**src/rtl/branch_ctrl.sv**
```systemverilog
// Conditional-branch sequencer: ALU compare, condition resolve, fetch redirect.
// Also handles ALU timeout, misaligned-target error and flush abort.
module branch_ctrl #(
  parameter int XLEN    = 32,
  parameter int TIMEOUT = 16
) (
  input  logic            clk,
  input  logic            rst,
  input  logic            br_valid,
  output logic            br_ready,
  input  logic [2:0]      branch_type,
  input  logic [XLEN-1:0] br_pc,
  input  logic [XLEN-1:0] br_imm,
  output logic            alu_req,
  input  logic            alu_gnt,
  input  logic            alu_done,
  input  logic            alu_zero,
  input  logic            alu_lt,
  input  logic            alu_ltu,
  output logic            redirect_valid,
  output logic [XLEN-1:0] redirect_pc,
  input  logic            redirect_ready,
  input  logic            flush,
  output logic            br_done,
  output logic            br_taken,
  output logic            br_err
);

  localparam int CW = (TIMEOUT > 2) ? $clog2(TIMEOUT) : 1;
  localparam logic [CW-1:0] CNT_LAST = CW'(TIMEOUT - 1);

  typedef enum logic [2:0] {
    S_IDLE,
    S_REQ,
    S_WAIT,
    S_RESOLVE,
    S_REDIRECT
  } state_t;

  state_t          state_q, state_d;
  logic [2:0]      type_q, type_d;
  logic [XLEN-1:0] pc_q, pc_d;
  logic [XLEN-1:0] imm_q, imm_d;
  logic            zero_q, zero_d;
  logic            lt_q, lt_d;
  logic            ltu_q, ltu_d;
  logic [CW-1:0]   cnt_q, cnt_d;
  logic            req_q, req_d;
  logic            rdv_q, rdv_d;
  logic [XLEN-1:0] rdpc_q, rdpc_d;
  logic            ready_q, ready_d;
  logic            done_q, done_d;
  logic            taken_q, taken_d;
  logic            err_q, err_d;

  logic            cond;
  logic            nop_type;
  logic [XLEN-1:0] target;

  assign nop_type = (branch_type == 3'd0) || (branch_type == 3'd7);
  assign target   = pc_q + imm_q;

  always_comb begin
    cond = 1'b0;
    unique case (type_q)
      3'd1:    cond = zero_q;
      3'd2:    cond = !zero_q;
      3'd3:    cond = lt_q;
      3'd4:    cond = !lt_q;
      3'd5:    cond = ltu_q;
      3'd6:    cond = !ltu_q;
      default: cond = 1'b0;
    endcase
  end

  always_comb begin
    state_d = state_q;
    type_d  = type_q;
    pc_d    = pc_q;
    imm_d   = imm_q;
    zero_d  = zero_q;
    lt_d    = lt_q;
    ltu_d   = ltu_q;
    cnt_d   = cnt_q;
    req_d   = req_q;
    rdv_d   = rdv_q;
    rdpc_d  = rdpc_q;
    ready_d = ready_q;
    done_d  = 1'b0;
    taken_d = 1'b0;
    err_d   = 1'b0;
    // flush overrides every state, including a same-cycle br_valid
    if (flush) begin
      state_d = S_IDLE;
      req_d   = 1'b0;
      rdv_d   = 1'b0;
      ready_d = 1'b1;
    end else begin
      unique case (state_q)
        S_IDLE: begin
          if (br_valid) begin
            type_d = branch_type;
            pc_d   = br_pc;
            imm_d  = br_imm;
            if (nop_type) begin
              done_d = 1'b1;
            end else begin
              state_d = S_REQ;
              req_d   = 1'b1;
              ready_d = 1'b0;
            end
          end
        end
        S_REQ: begin
          if (alu_gnt) begin
            state_d = S_WAIT;
            req_d   = 1'b0;
            cnt_d   = '0;
          end
        end
        S_WAIT: begin
          if (alu_done) begin
            zero_d  = alu_zero;
            lt_d    = alu_lt;
            ltu_d   = alu_ltu;
            state_d = S_RESOLVE;
          end else if (cnt_q == CNT_LAST) begin
            err_d   = 1'b1;
            state_d = S_IDLE;
            ready_d = 1'b1;
          end else begin
            cnt_d = cnt_q + 1'b1;
          end
        end
        S_RESOLVE: begin
          if (!cond) begin
            done_d  = 1'b1;
            state_d = S_IDLE;
            ready_d = 1'b1;
          end else if (target[1:0] != 2'b00) begin
            err_d   = 1'b1;
            state_d = S_IDLE;
            ready_d = 1'b1;
          end else begin
            rdv_d   = 1'b1;
            rdpc_d  = target;
            state_d = S_REDIRECT;
          end
        end
        S_REDIRECT: begin
          if (redirect_ready) begin
            rdv_d   = 1'b0;
            done_d  = 1'b1;
            taken_d = 1'b1;
            state_d = S_IDLE;
            ready_d = 1'b1;
          end
        end
        default: begin
          state_d = S_IDLE;
          req_d   = 1'b0;
          rdv_d   = 1'b0;
          ready_d = 1'b1;
        end
      endcase
    end
  end

  always_ff @(posedge clk or posedge rst) begin
    if (rst) begin
      state_q <= S_IDLE;
      type_q  <= '0;
      pc_q    <= '0;
      imm_q   <= '0;
      zero_q  <= 1'b0;
      lt_q    <= 1'b0;
      ltu_q   <= 1'b0;
      cnt_q   <= '0;
      req_q   <= 1'b0;
      rdv_q   <= 1'b0;
      rdpc_q  <= '0;
      ready_q <= 1'b1;
      done_q  <= 1'b0;
      taken_q <= 1'b0;
      err_q   <= 1'b0;
    end else begin
      state_q <= state_d;
      type_q  <= type_d;
      pc_q    <= pc_d;
      imm_q   <= imm_d;
      zero_q  <= zero_d;
      lt_q    <= lt_d;
      ltu_q   <= ltu_d;
      cnt_q   <= cnt_d;
      req_q   <= req_d;
      rdv_q   <= rdv_d;
      rdpc_q  <= rdpc_d;
      ready_q <= ready_d;
      done_q  <= done_d;
      taken_q <= taken_d;
      err_q   <= err_d;
    end
  end

  assign br_ready       = ready_q;
  assign alu_req        = req_q;
  assign redirect_valid = rdv_q;
  assign redirect_pc    = rdpc_q;
  assign br_done        = done_q;
  assign br_taken       = taken_q;
  assign br_err         = err_q;

endmodule
```
**config.mk**
```make
export PLATFORM = sky130hd
export DESIGN_NAME = branch_ctrl
export DESIGN_NICKNAME = d
export VERILOG_FILES = /design/src/rtl/branch_ctrl.sv
export SDC_FILE = /design/constraint.sdc
export NUM_CORES = 1
export LEC_CHECK = 0
export CAP_MARGIN = 30
export CORE_AREA = 3 3 118 120
export CTS_CLUSTER_SIZE = 14
export DETAILED_ROUTE_END_ITERATION = 12
export DIE_AREA = 0 0 121 123
export GPL_TIMING_DRIVEN = 0
export PLACE_DENSITY = 0.72
export SYNTH_ARGS = -nofsm -noshare
export SYNTH_HDL_FRONTEND = slang
export SYNTH_SLANG_ARGS = --single-unit
```
**constraint.sdc**
```tcl
create_clock -name clk -period 4 [get_ports clk]
set_input_delay 0.8 -clock clk [delete_from_list [all_inputs] [get_ports clk]]
set_output_delay 0.8 -clock clk [all_outputs]
set_load 0.02 [all_outputs]
```
# ---- Word-level counts from Yosys, hierarchy flattened
# Index checks and enable logic that the tools add are counted.
dict set report op_classes {
  addsub 2
  mul 0
  div_mod_pow 0
  magnitude_cmp 0
  eq_ne 28
  shifts 0
  muxes 48
  bitwise 2
  n_reduce_logical 18
}
# cell count
set ops {}
lappend ops {{adder 32 bit} 1}
lappend ops {{two-way mux 1 bit} 28}
lappend ops {{two-way mux 3 bit} 9}
lappend ops {{inequality test 3 bit, second input constant} 8}
lappend ops {{equality test 3 bit, second input constant} 5}
lappend ops {{case mux 3 bit (5 select lines)} 1}
lappend ops {{equality test 3 x 2 -> 1 bit, second input constant} 4}
lappend ops {{two-way mux 4 bit} 3}
lappend ops {{AND reduction 4 bit} 3}
lappend ops {{AND reduction 5 bit} 2}
lappend ops {{case mux 1 bit (3 select lines)} 3}
lappend ops {{inequality test 2 bit, second input constant} 4}
lappend ops {{inequality test 4 bit, second input constant} 2}
lappend ops {{case mux 4 bit (2 select lines)} 1}
lappend ops {{AND reduction 7 bit} 1}
lappend ops {{equality test 3 x 1 -> 1 bit, second input constant} 2}
lappend ops {{zero test 3 bit} 2}
lappend ops {{case mux 1 bit (6 select lines)} 1}
lappend ops {{AND reduction 3 bit} 2}
lappend ops {{OR reduction 3 bit} 2}
lappend ops {{case mux 1 bit (5 select lines)} 1}
lappend ops {{adder 4 x 1 -> 4 bit, second input constant} 1}
lappend ops {{equality test 4 bit, second input constant} 1}
lappend ops {{inequality test 2 x 1 -> 1 bit, second input constant} 2}
lappend ops {{other kinds (5)} 9}
dict set report word_totals {
  reg_bits 115
  latchBits 0
  ramBits 0
  mem_bits_ro 0
  input_bits 77
  word_cells 113
  mem_count 0
}

# ---- Depth between registers and ports, before layout
dict set report depth {
  depth_word 6
  depth_mapped 10
  mapped_depth_nobuf 10
}

# ---- Least setup slack after synthesis
# OpenSTA, ideal clock, no wires.
dict set report synth_timing {
  path_kind {register to register}
  start {register pc_q[0]}
  end {register rdpc_q[24] (netlist: redirect_pc[24])}
  setup_ns 0.129
  t_arrival_ns 2.490
  t_required_ns 3.871
  slack_ns 1.381
  path_stages_with_launch 11
  path_cell_list {dfrtp_1 -> ha_1 -> fa_1 -> a21o_1 -> a311oi_1 -> nor3_1 -> a211o_1 -> and3_1 -> nor3_2 -> xor2_1 -> o21ai_1}
}
dict set report synth_between {
  elab_chain_cells 4
}
# item line
set synth_rtl {}
lappend synth_rtl {{start, declared} 42} ;# logic [XLEN-1:0] pc_q, pc_d;
lappend synth_rtl {{start signal, assigned} 189} ;# pc_q <= pc_d;
lappend synth_rtl {{adder 32 bit *} 61} ;# assign target = pc_q + imm_q;
lappend synth_rtl {{nonzero test 2 bit} 140} ;# end else if (target[1:0] != 2'b00) begin
lappend synth_rtl {{inverter 1 bit (no line)} -}
lappend synth_rtl {{AND reduction 4 bit (no line)} -}
lappend synth_rtl {{end signal, assigned} 197} ;# rdpc_q <= rdpc_d;
lappend synth_rtl {{end, declared} 50} ;# logic [XLEN-1:0] rdpc_q, rdpc_d;
# Mark *: on every way between the ends. The rest lies on a longest branch, timed or not.
# A chain may end at the register's enable or synchronous reset.

# ---- Worst setup path after layout
dict set report layout_timing {
  start {register pc_q[0]}
  end {register rdpc_q[20] (netlist: redirect_pc[20])}
}
# Same word-level chain as after synthesis.

==> reports/metrics.cfg <==
[die]
ios = 115
die_h_um = 123
num_rows = 42
die_w_um = 121
initial_utilization = 0.4743
core_area_sq_mm = 0.01309
die_area_sq_mm = 0.01488

[synthesis]
ys_types = 58
synth-main-ff-cell = dfrtp_1
netlist_area_sq_mm = 0.006206
yosysSeqAreaShare = 0.4639
synth_cells = 596
synth_seq_cells = 115
synth_warnings = 0
ys_top_cells_by_area = dfrtp_1 (46%), mux2_2 (13%), ha_1 (6.5%)
synth_edf_count = 0
synth_top_area_cell = dfrtp_1
synthArstFlopShare = 1.000
synth_nets = 706
synth_area_per_cell_sq_um = 10.41
synth_top_cell_area_share = 0.4597

[grt]
grt_max_degree = 63
grt_util_all_layers = 0.2187
gr-total-overflow = 0
grt_antenna_before_repair = 0
grt_pass1_wl_um = 25360
grt_pass1_vias = 5145

[detailed_routing]
postRouteAntennaNets = 0
wire_per_inst_um = 16.94
drtIter0Drc = 244
avgViaCountPerCell = 5.541
route.vias.total = 5076
first_pass_iters = 4
wl_um = 15520
route.detailed.drc = 0

[pwr]
peakVddDrop_mv = 0.3623
leakagePower_uw = 0.003477
p_per_area_mw_per_mm2 = 885.3

[timing]
finalHoldViolations = 0
fin_crit_ns = 3.161
setup-violations-final = 0
final_max_slew_viol_count = 0
skew_ns = 0.007669
worstMarginPinSlew_ns = 0.8184
finalCritPeriodShare = 0.7904
slew_headroom = 0.4544
grt_setup_unrepaired = no
fmax_mhz = 316.3

[worst_setup_path]
crit_path_start_kind = flop
timing.critical_path.from = pc_q[0]$_DFFE_PP0P_
r2r_slack_ns = 0.84
reg2reg_depth = 10
critPathRequiredTime_ns = 4.27
r2r-end = redirect_pc[20]$_DFFE_PP0P_
r2r_start = pc_q[0]$_DFFE_PP0P_
endpoint = redirect_pc[20]$_DFFE_PP0P_
cp.arrival_ns = 3.44
cp_max_fo = 5
end_kind = flop
path_class = flop to flop

[placement]
place_congestion = 0.8975
dp_cells = 886
io_buffer_count = 113
dp.final_hpwl_um = 11800

[final_layout]
post-route-util = 0.6197
num_antenna_cells = 0
final_common_cell = dfrtp_1
synthToLayoutAreaGrowth_pct = 30.67
multiInputGateArea_sq_mm = 0.003177
drive_above_1_share = 0.1514
nNetsFinal = 839
fillers = 1082
stdcell_count = 916
seq_area_sq_mm = 0.002879
final_cell_mix = dfrtp_1 (114), clkdlybuf4s50_1 (113), mux2_2 (71)

[clocking]
clockRootBuffer = clkbuf_16
cts_buffer_depth = 2
holdBufCountCts = 0
clock_latency_ns = 0.42
htree_levels = 4
cts_tree = built
cts_sinks = 115
cts.repair.resized = 0
tritoncts.num_buffers = 17
clkTransAtPathRegs_ns = 0.06
postCtsSetupBuffers = 0

[job]
max-cap-violations = 0

[run_status]
status = finished, final reports clean

[min_path]
holdPathStages = 2
hold_class = flop to flop

cells in the mapped netlist, drive strengths merged, types with 2 or more instances:
| cell | count |
|---|---|
| dfrtp | 114 |
| mux2 | 71 |
| nand2 | 63 |
| o21ai | 56 |
| a21oi | 45 |
| ha | 32 |
| nor2 | 28 |
| clkbuf | 17 |
| xor2 | 15 |
| inv | 14 |
| xnor2 | 13 |
| nor3 | 12 |
| nand4 | 11 |
| and3 | 8 |
| buf | 8 |
| a21o | 7 |
| a31oi | 6 |
| nor4 | 6 |
| nand3 | 5 |
| o21bai | 5 |
| o31ai | 5 |
| and2 | 4 |
| nand2b | 4 |
| nor2b | 4 |
| a41oi | 3 |
| nand3b | 3 |
| o21a | 3 |
| a211o | 2 |
| a211oi | 2 |
| a21boi | 2 |
| a2bb2oi | 2 |
| a31o | 2 |
| nor3b | 2 |
| o211ai | 2 |
| o221ai | 2 |
| o31a | 2 |
| o41ai | 2 |
worst max-delay path: stages, from the launching register on:
cell	delay, ns
dfrtp_1	0.37
ha_1	0.23
fa_1	0.41
a21o_1	0.22
a311oi_1	0.54
nor3_1	0.15
a211o_1	0.40
a21oi_1	0.22
o21ai_0	0.15
xnor2_1	0.21
o21ai_0	0.11
per-layer routing:
metal | track usage | part of all wire | routed length [um] | up-vias
met5 | 0 | 0 | 0 | -
met4 | 0.1091 | 0.033 | 514 | 0
met3 | 0.05535 | 0.048 | 745 | 40
met2 | 0.3432 | 0.47 | 7360 | 152
met1 | 0.2830 | 0.44 | 6902 | 2449
li1 | - | - | - | 2435
registers in the layout, indices dropped and copies added (netlist names):
register	cells
cnt_q	4
br_done	1
br_err	1
redirect_pc	32
type_q	3
br_taken	1
imm_q	32
br_ready	1
state_q	3
lt_q	1
pc_q	32
zero_q	1
alu_req	1
ltu_q	1
redirect_valid	1
through the flow:
step                      hold WS [ns]  total power (uW)  setup TNS [ns]  area (sq um)  setup slack, ns
after floorplan                 0.4716              4696               0          6206           0.1576
after global placement          0.4626              5721         -155.88          7557           -1.372
after detailed placement        0.4706              5813               0          7587           0.7051
after CTS                       0.4810              7205               0          8109           0.8661
after global routing            0.5015              7730               0          8109           0.6613
final                           0.4773              7179               0          8109           0.8385
report_power, final:
part / internal (uW) / switching, uW / total, uW
registers: 1650 / 309 / 1960
logic: 1720 / 2160 / 3880
clock network: 840 / 496 / 1340
total: 4220 / 2960 / 7180
kinds of logic after synthesis:
logic type | count (synthesis) | share of synthesized area
buffers and inverters | 39 | 0.02419
and+or+nand+nor | 154 | 0.1224
muxes | 72 | 0.1304
adders and majority gates | 33 | 0.06774
xor gates and xnor gates | 28 | 0.03952
DFF | 115 | 0.4639
AOI/OAI and AO/OA | 155 | 0.1518
layout make-up:
cell class	instances	area share
Timing Repair Buffer	114	0.1429
Buffer	25	0.01204
Sequential cell	115	0.3550
Clock inverter	6	0.003703
Inverter	14	0.006789
Tap cell	176	0.02716
Multi-Input combinational cell	442	0.3918
Clock buffer	24	0.06064
worst min-delay path by stage:
stage,slack [ns],to,start
after floorplan,0.47,cnt_q[2]$_DFFE_PP0P_,cnt_q[2]$_DFFE_PP0P_
after global placement,0.46,redirect_pc[15]$_DFFE_PP0P_,redirect_pc[15]$_DFFE_PP0P_
after detailed placement,0.47,redirect_pc[23]$_DFFE_PP0P_,redirect_pc[23]$_DFFE_PP0P_
after CTS,0.48,redirect_pc[23]$_DFFE_PP0P_,redirect_pc[23]$_DFFE_PP0P_
after global routing,0.50,redirect_pc[23]$_DFFE_PP0P_,redirect_pc[23]$_DFFE_PP0P_
final,0.48,redirect_pc[23]$_DFFE_PP0P_,redirect_pc[23]$_DFFE_PP0P_
Note: power is estimated with default switching activity, not from simulation.
